File: src/rtl/field_pkg.sv
// Shared widths, requester ids and the compare-index bit reversal
// for the field lookup scheduler.
package field_pkg;

    localparam int X_BITS       = 10;
    localparam int ACC_BITS     = 11;
    localparam int BUCKET_BITS  = 5;
    localparam int CMP_BITS     = 5;
    localparam int FRAC_BITS    = 2;
    localparam int STARVE_LIMIT = 8;

    localparam logic [1:0] REQ_LINE  = 2'd0;
    localparam logic [1:0] REQ_PIXEL = 2'd1;
    localparam logic [1:0] REQ_BG    = 2'd2;

    function automatic logic [CMP_BITS-1:0] bitrev(input logic [CMP_BITS-1:0] v);
        logic [CMP_BITS-1:0] r;
        r = '0;
        for (int i = 0; i < CMP_BITS; i++) begin
            r[i] = v[CMP_BITS-1-i];
        end
        return r;
    endfunction

endpackage

File: src/rtl/field_rr_arbiter.sv
// Three-way grant: line has fixed priority, pixel/background share a
// round-robin slot, and background is forced through after a starvation wait.
module field_rr_arbiter
    import field_pkg::*;
#(
    parameter int STARVE_LIMIT_P = STARVE_LIMIT
) (
    input  logic       clk,
    input  logic       reset,
    input  logic       flush,
    input  logic [2:0] req_valid,
    output logic [2:0] grant
);

    localparam int SW = $clog2(STARVE_LIMIT_P + 1);

    logic          r_rr_bg;     // 0: pointer names pixel, 1: names background
    logic [SW-1:0] r_starve;
    logic [2:0]    w_grant;
    logic          w_starved;

    assign w_starved = (r_starve == SW'(STARVE_LIMIT_P));

    always_comb begin
        w_grant = 3'b000;
        if (flush) begin
            w_grant = 3'b000;
        end else if (w_starved && req_valid[REQ_BG]) begin
            w_grant = 3'b100;
        end else if (req_valid[REQ_LINE]) begin
            w_grant = 3'b001;
        end else if (!r_rr_bg) begin
            if (req_valid[REQ_PIXEL])   w_grant = 3'b010;
            else if (req_valid[REQ_BG]) w_grant = 3'b100;
        end else begin
            if (req_valid[REQ_BG])         w_grant = 3'b100;
            else if (req_valid[REQ_PIXEL]) w_grant = 3'b010;
        end
    end

    assign grant = w_grant;

    always_ff @(posedge clk or posedge reset) begin
        if (reset) begin
            r_rr_bg  <= 1'b0;
            r_starve <= '0;
        end else begin
            if (w_grant[REQ_PIXEL]) begin
                r_rr_bg <= 1'b1;
            end else if (w_grant[REQ_BG]) begin
                r_rr_bg <= 1'b0;
            end

            if (flush || !req_valid[REQ_BG] || w_grant[REQ_BG]) begin
                r_starve <= '0;
            end else if (!w_starved) begin
                r_starve <= r_starve + 1'b1;
            end
        end
    end

endmodule

File: src/rtl/field_lookup_sched.sv
// Time-shares the field table port and accumulate datapath between the
// line, pixel and background requesters; two-edge latency, one per cycle.
module field_lookup_sched
    import field_pkg::*;
#(
    parameter int X_BITS       = field_pkg::X_BITS,
    parameter int ACC_BITS     = field_pkg::ACC_BITS,
    parameter int BUCKET_BITS  = field_pkg::BUCKET_BITS,
    parameter int CMP_BITS     = field_pkg::CMP_BITS,
    parameter int FRAC_BITS    = field_pkg::FRAC_BITS,
    parameter int STARVE_LIMIT = field_pkg::STARVE_LIMIT
) (
    input  logic                          clk,
    input  logic                          reset,
    input  logic                          flush,
    input  logic [2:0]                    req_valid,
    output logic [2:0]                    req_ready,
    input  logic [3*X_BITS-1:0]           req_coord,
    input  logic [3*ACC_BITS-1:0]         req_acc,
    output logic [X_BITS-BUCKET_BITS-1:0] tbl_idx,
    input  logic [FRAC_BITS+CMP_BITS-1:0] tbl_data,
    output logic                          rsp_valid,
    output logic [1:0]                    rsp_id,
    output logic [ACC_BITS-1:0]           rsp_acc,
    output logic                          busy
);

    logic [2:0]          w_grant;
    logic [1:0]          w_gnt_id;
    logic [X_BITS-1:0]   w_sel_coord;
    logic [ACC_BITS-1:0] w_sel_acc;

    logic                r_s1_valid;
    logic [1:0]          r_s1_id;
    logic [X_BITS-1:0]   r_s1_coord;
    logic [ACC_BITS-1:0] r_s1_acc;

    logic                r_rsp_valid;
    logic [1:0]          r_rsp_id;
    logic [ACC_BITS-1:0] r_rsp_acc;

    logic [FRAC_BITS-1:0] w_delta;
    logic [CMP_BITS-1:0]  w_cmp_val;
    logic                 w_ge;
    logic [ACC_BITS-1:0]  w_sum;

    field_rr_arbiter #(
        .STARVE_LIMIT_P (STARVE_LIMIT)
    ) u_arb (
        .clk       (clk),
        .reset     (reset),
        .flush     (flush),
        .req_valid (req_valid),
        .grant     (w_grant)
    );

    always_comb begin
        w_gnt_id = REQ_LINE;
        if (w_grant[REQ_PIXEL])   w_gnt_id = REQ_PIXEL;
        else if (w_grant[REQ_BG]) w_gnt_id = REQ_BG;
    end

    assign w_sel_coord = req_coord[w_gnt_id*X_BITS +: X_BITS];
    assign w_sel_acc   = req_acc[w_gnt_id*ACC_BITS +: ACC_BITS];

    // Flush suppresses the grant, so S1 goes invalid on its own.
    always_ff @(posedge clk or posedge reset) begin
        if (reset) begin
            r_s1_valid <= 1'b0;
            r_s1_id    <= '0;
            r_s1_coord <= '0;
            r_s1_acc   <= '0;
        end else begin
            r_s1_valid <= |w_grant;
            if (|w_grant) begin
                r_s1_id    <= w_gnt_id;
                r_s1_coord <= w_sel_coord;
                r_s1_acc   <= w_sel_acc;
            end
        end
    end

    assign w_delta   = tbl_data[FRAC_BITS+CMP_BITS-1:CMP_BITS];
    assign w_cmp_val = tbl_data[CMP_BITS-1:0];
    assign w_ge      = (w_cmp_val >= bitrev(r_s1_coord[CMP_BITS-1:0]));
    assign w_sum     = r_s1_acc
                     + {{(ACC_BITS-FRAC_BITS){1'b0}}, w_delta}
                     + {{(ACC_BITS-1){1'b0}}, w_ge};

    always_ff @(posedge clk or posedge reset) begin
        if (reset) begin
            r_rsp_valid <= 1'b0;
            r_rsp_id    <= '0;
            r_rsp_acc   <= '0;
        end else begin
            r_rsp_valid <= r_s1_valid && !flush;
            if (r_s1_valid && !flush) begin
                r_rsp_id  <= r_s1_id;
                r_rsp_acc <= w_sum;
            end
        end
    end

    assign req_ready = w_grant;
    assign tbl_idx   = r_s1_coord[X_BITS-1:BUCKET_BITS];
    assign rsp_valid = r_rsp_valid;
    assign rsp_id    = r_rsp_id;
    assign rsp_acc   = r_rsp_acc;
    assign busy      = r_s1_valid | r_rsp_valid;

endmodule

File: config.mk
export PLATFORM = sky130hd
export DESIGN_NAME = field_lookup_sched
export DESIGN_NICKNAME = d
export VERILOG_FILES = /design/src/rtl/field_pkg.sv /design/src/rtl/field_rr_arbiter.sv /design/src/rtl/field_lookup_sched.sv
export SDC_FILE = /design/constraint.sdc
export NUM_CORES = 1
export LEC_CHECK = 0
export ABC_AREA = 1
export CORE_MARGIN = 2
export CORE_UTILIZATION = 49
export CTS_CLUSTER_SIZE = 8
export DETAILED_ROUTE_END_ITERATION = 6
export HOLD_SLACK_MARGIN = 0.02
export PLACE_DENSITY = 0.87
export SETUP_SLACK_MARGIN = 0.15
export SLEW_MARGIN = 25
export SYNTH_ARGS = -nofsm -noshare
export SYNTH_HDL_FRONTEND = slang
export SYNTH_SLANG_ARGS = --single-unit
File: constraint.sdc
create_clock -name clk -period 5.5 [get_ports clk]
set_input_delay 1.375 -clock clk [delete_from_list [all_inputs] [get_ports clk]]
set_output_delay 1.375 -clock clk [all_outputs]
set_load 0.005 [all_outputs]
# Word level (Yosys, flattened, before mapping)
# Index checks and enable logic that the tools add are counted.
word_totals:
  reg_bits: 43
  inputBits: 76
  out_inout_bits: 23
  elab_cells: 42
classes:
  n_addsub: 3
  mul: 2
  magnitude_cmp: 1
  eq_ne: 2
  shifts: 2
  mux: 14
  bitwise_logic: 1
  reduce_logical: 8
op_table:
  columns: ["operator", "count"]
  rows:
  - ["33-bit by 7-bit variable part select with 11-bit output", 1]
  - ["30-bit by 7-bit variable part select with 10-bit output", 1]
  - ["3-bit two-way mux", 7]
  - ["11-bit by 1-bit adder with 11-bit output", 1]
  - ["11-bit by 2-bit adder with 11-bit output", 1]
  - ["4-bit two-way mux", 2]
  - ["2-bit by 4-bit multiplier with 6-bit output (second input constant)", 1]
  - ["2-bit two-way mux", 3]
  - ["5-bit >= comparator", 1]
  - ["2-bit by 3-bit multiplier with 5-bit output (second input constant)", 1]
  - ["4-bit by 1-bit adder with 4-bit output (second input constant)", 1]
  - ["4-bit equality test (second input constant)", 1]
  - ["3-bit OR reduction", 1]
  - ["1-bit logical AND", 2]
  - ["1-bit logical NOT", 2]
  - ["1-bit logical OR", 2]
  - ["1-bit two-way mux", 2]
  - ["2-bit != test (second input constant)", 1]
  - ["2-bit nonzero test", 1]
  - ["1-bit bitwise OR", 1]

# Depth between registers and ports, before layout
logic_depth:
  depth_word: 10
  mapped_depth: 13
  mapped_depth_nobuf: 13

# Cells and area by module
# A second synthesis with hierarchy kept.
hier_totals:
  hier_cells: 303
  area_unflattened_um2: 2493.6
by_module_without_submodules:
  columns: ["module", "n_inst", "cells_each", "area_per_inst_um2", "seq_area_each_um2"]
  rows:
  - ["field_lookup_sched", 1, 261, 2183.3, 950.9]
  - ["field_rr_arbiter", 1, 42, 310.3, 125.1]

# Least setup slack after synthesis
# Ideal clock, no wire load.
synth_timing:
  kind: "input -> register"
  from: "in tbl_data[4]"
  to: "reg r_rsp_acc[8], in the netlist rsp_acc[8]"
  setup_time_ns: 0.117
  arrival_ns: 3.346
  required_time_ns: 5.383
  slack_ns: 2.037
  stages: 12
  n_path_buf: 0
  path_cell_list: "ha_1 > nand4_1 > o221ai_1 > a21oi_1 > fa_1 > fa_1 > nor2_1 > nand4_1 > inv_1 > nand3_1 > nand3_1 > nand2_1"
synth_between:
  elab_chain_cells: 2
synth_rtl:
  columns: ["item", "line", "rtl"]
  rows:
  - ["start, declared", "field_lookup_sched.sv:21", "input logic [FRAC_BITS+CMP_BITS-1:0] tbl_data,"]
  - ["5-bit >= comparator", "field_lookup_sched.sv:85", "assign w_ge = (w_cmp_val >= bitrev(r_s1_coord[CMP_BITS-1:0]));"]
  - ["11-bit by 1-bit adder with 11-bit output", "field_lookup_sched.sv:88", "+ {{(ACC_BITS-1){1'b0}}, w_ge};"]
  - ["end signal, assigned", "field_lookup_sched.sv:99", "r_rsp_acc <= w_sum;"]
  - ["end, declared", "field_lookup_sched.sv:40", "logic [ACC_BITS-1:0] r_rsp_acc;"]
# No other way between the ends.
# A chain may end at the register's enable or synchronous reset.

# Final worst setup path
layout_timing:
  from: "in req_valid[2]"
  to: "out req_ready[2]"
layout_between:
  elab_chain_cells: 6
  elab_cells_between_ends: 8
  classes_between: "mux: 7; reduce/logical: 1"
layout_rtl:
  columns: ["item", "line", "rtl"]
  rows:
  - ["start, declared", "field_lookup_sched.sv:16", "input logic [2:0] req_valid,"]
  - ["3-bit two-way mux", "field_rr_arbiter.sv:34", "else if (req_valid[REQ_BG]) w_grant = 3'b100;"]
  - ["3-bit two-way mux", "field_rr_arbiter.sv:33", "if (req_valid[REQ_PIXEL]) w_grant = 3'b010;"]
  - ["3-bit two-way mux", "field_rr_arbiter.sv:32", "end else if (!r_rr_bg) begin"]
  - ["3-bit two-way mux", "field_rr_arbiter.sv:30", "end else if (req_valid[REQ_LINE]) begin"]
  - ["3-bit two-way mux *", "field_rr_arbiter.sv:28", "end else if (w_starved && req_valid[REQ_BG]) begin"]
  - ["3-bit two-way mux *", "field_rr_arbiter.sv:26", "if (flush) begin"]
  - ["end, declared", "field_lookup_sched.sv:17", "output logic [2:0] req_ready,"]
# Mark *: on every way between the ends. The rest lies on a longest branch, timed or not.

==> results by group <==
Critical path
  • Crit path launch type: input pin
  • Slowest stage delay, CP: 580 ps
  • Most used cell, CP: clkdlybuf4s50_1
  • Worst path cell trace: clkdlybuf4s50_1 -> nand4_2 -> nand2_1 -> nand2_2 -> inv_2 -> clkdlybuf4s50_1
  • Critical Path Sink Type: output pin
  • Worst EP arrival: 3080 ps
  • Worst r2r src: r_s1_coord[0]
  • Slowest-stage cell, CP: clkdlybuf4s50_1
  • Worst Path Required: 4120 ps
  • Reg2reg setup slack: 2650 ps
  • Critical path's top delay family: buffers and inverters
  • CP Max Fanout: 23
  • Crit Path Category: in -> out
  • Reg2Reg Depth: 13
  • R2r endpoint: rsp_acc[8]
  • Crit path buffers/inverters: 3

Global route
  • GRT Util Overall: 23.09%
  • First-pass GRT wire length: 11540 um
  • Vias in the first global route: 2686
  • Initial antenna violation count: 0
  • Largest net degree at the start of global routing: 44
  • Total grt overflow: 0

Layout
  • Final Net Count: 581
  • Layout Cells excl Fill: 567
  • Layout cells sized above 1: 5.051%
  • Diode count: 0
  • P&R area growth vs syn: 37.36%

Floorplan
  • Core area: 5507 um^2
  • Die area: 6357 um^2
  • Initial Utilization: 51.03%
  • FP Rows: 27
  • Chip width: 79.73 um
  • Die height: 79.73 um
  • # IOs: 99

Synthesis
  • Post-Synth Adder-Cell Area: 4.987%
  • Post-synth top area cell: dfrtp_1
  • Main synth FF type: dfrtp_1
  • Ys async rst share: 100.0%
  • Synth Area in Simple Gates: 35.53%
  • Post-synth top cells: 137 x nand2_1, 74 x nand3_1, 69 x inv_1, 43 x dfrtp_1
  • Complex-gate fraction of the synthesized area: 4.541%
  • Yosys warnings: 0
  • Top cells by area, synth: dfrtp_1 38%, nand2_1 18%, nand3_1 13%
  • Count leader, synth: nand2_1
  • Mapped Area: 2810 um^2
  • XOR/XNOR Fraction of Synth Area: 1.558%
  • Mux contribution to synthesized area: 0%
  • Post-Syn Area per Cell: 6.888 um^2
  • Combinational family with the most area after synthesis: simple AND/OR/NAND/NOR gates
  • Area share of the leading cell type in the synthesized netlist: 38.29%
  • Post-synth EDFFs: 0
  • Synthesized net count: 494
  • Seq/Total Area, Yosys: 38.29%
  • Cells after Synth: 408
  • Post-synth cell types: 28
  • FF+latch count, synth: 43

Pwr
  • Leak pwr: 2.044 nW
  • Power per cell area: 247.5 nW/um^2
  • Maximum vdd drop: 0.1472 mV

Timing
  • Unrepaired setup endpoints after global routing: no
  • Period minus WS final: 4457 ps
  • Hold Vio Cnt, Final: 0
  • Worst Skew: 6.316 ps
  • Final Cycle Share: 81.03%
  • Rel. slew slack: 43.36%
  • Setup_tns: 0 ps
  • Fmax: 0.2244 GHz
  • Tightest Pin Transition: 848.4 ps
  • Max Slew Vio Count: 0
  • Setup violators final: 0

Place
  • DP Cell Count: 560
  • Placed wire-length estimate: 5257 um
  • GPL Wtd Cong: 0.8724
  • PortBufs: 98

Drt
  • Drt total wl: 6856 um
  • DRT Pass-1 Iters: 5
  • Final ANT Viol Nets: 0
  • Routed vias: 2812
  • DRC errors left: 0
  • Vias per Instance: 4.959
  • 1st-iter DRT viols: 141
  • WL per Instance: 12.09 um

CTS
  • Sink count of the clock tree: 43
  • Postcts setup bufs: 0
  • CTS hold repair buffers: 0
  • CTS Buf Count: 5
  • CTS root buffer: clkbuf_8
  • Post-cts resize count: 0
  • CTS clk-pin slew, worst paths: 70 ps
  • CTS tree: built
  • H-tree levels: 2
  • CTS max path bufs: 2
  • Worst-Skew Late Latency: 290 ps

Run
  • Max Cap Viol: 0

Min path
  • Min-Delay Endpoint: rsp_acc[3]
  • Worst hold start: rsp_acc[3]
  • Hold path depth: 2
  • Hold Crit Class: reg -> reg

Run status
  • Run status: completed
==> stage by stage <==
stage / worst slack, ps / instance area [um^2] / total power, mW / util [%] / hold slack [ps]
floorplan: 2037 / 2810 / 0.6026 / - / 454.1
global placement: 1096 / 3772 / 0.7527 / 68.51 / 465.3
detailed placement: 1068 / 3772 / 0.7648 / 68.51 / 469.7
CTS: 1070 / 3860 / 0.9585 / 70.10 / 489.5
global route: 953.1 / 3860 / 1.024 / 70.10 / 515.5
finish: 1043 / 3860 / 0.9553 / 70.10 / 487.2
==> logic make-up after synthesis <==
family / after synthesis
fa+ha+maj: 10
simple gates: 231
xor+xnor: 5
buf+inv: 97
compound gates: 22
flops: 43
==> sequential cells by signal (all words and copies together) (netlist names) <==
register and flops:
r_s1_acc 11, rsp_acc 11, r_s1_coord 10, u_arb.r_starve 4
r_s1_id 2, rsp_id 2, r_s1_valid 1, rsp_valid 1
u_arb.r_rr_bg 1
==> metal layers <==
metal | vias up | share of wire (%) | track usage [%]
li1 | 1435 | - | -
met1 | 1250 | 41 | 28.88
met2 | 115 | 49 | 40.42
met3 | 12 | 7.7 | 4.299
met4 | 0 | 1.8 | 7.119
met5 | - | 0 | 0
==> worst register-to-register path, delay by kind of cell, from the launching register on <==
family,cells,cell delay [ps]
adders and majority gates,3,1180
and+or+nand+nor,6,750
buffers and inverters,2,190
AOI/OAI and AO/OA,2,270
DFF,1,360
==> how the worst max path moves through the flow <==
| stage | start | endpoint | slack [ps] | cells after the start |
|---|---|---|---|---|
| after floorplan | tbl_data[4] | rsp_acc[8] | 2040 | 12 |
| after global placement | req_valid[2] | req_ready[2] | 1100 | 6 |
| after detailed placement | req_valid[2] | req_ready[2] | 1070 | 6 |
| after CTS | req_valid[2] | req_ready[2] | 1070 | 6 |
| after global routing | req_valid[2] | req_ready[2] | 950 | 6 |
| final | req_valid[2] | req_ready[2] | 1040 | 6 |
==> cells in the final DEF (no fill, tap or decap), drive strengths merged <==
cell type	n
xor2	3
nand3	74
nor2	11
a31oi	3
o21bai	3
clkinv	1
inv	74
clkdlybuf4s50	98
o221ai	1
ha	8
o31ai	1
or2	1
nand2	140
buf	5
clkbuf	6
dfrtp	43
fa	2
nand4	5
o21ai	10
a21oi	4
xnor2	2
==> cell type report <==
| type | instances | area (um^2) |
|---|---|---|
| Clock buffer | 6 | 82.58 |
| Clock inverter | 1 | 5.005 |
| Fill cell | 467 | 1647 |
| Inverter | 74 | 277.8 |
| Multi-Input combinational cell | 268 | 1310 |
| Sequential cell | 43 | 1076 |
| Tap cell | 72 | 90.09 |
| Timing Repair Buffer | 103 | 1018 |
==> report_power, final <==
part | internal [mW] | switching (mW) | total, mW
clock network | 0.0985 | 0.0990 | 0.198
logic | 0.184 | 0.148 | 0.333
registers | 0.381 | 0.0444 | 0.425
total | 0.663 | 0.292 | 0.955
No activity file was read; power rests on OpenSTA's default activity.
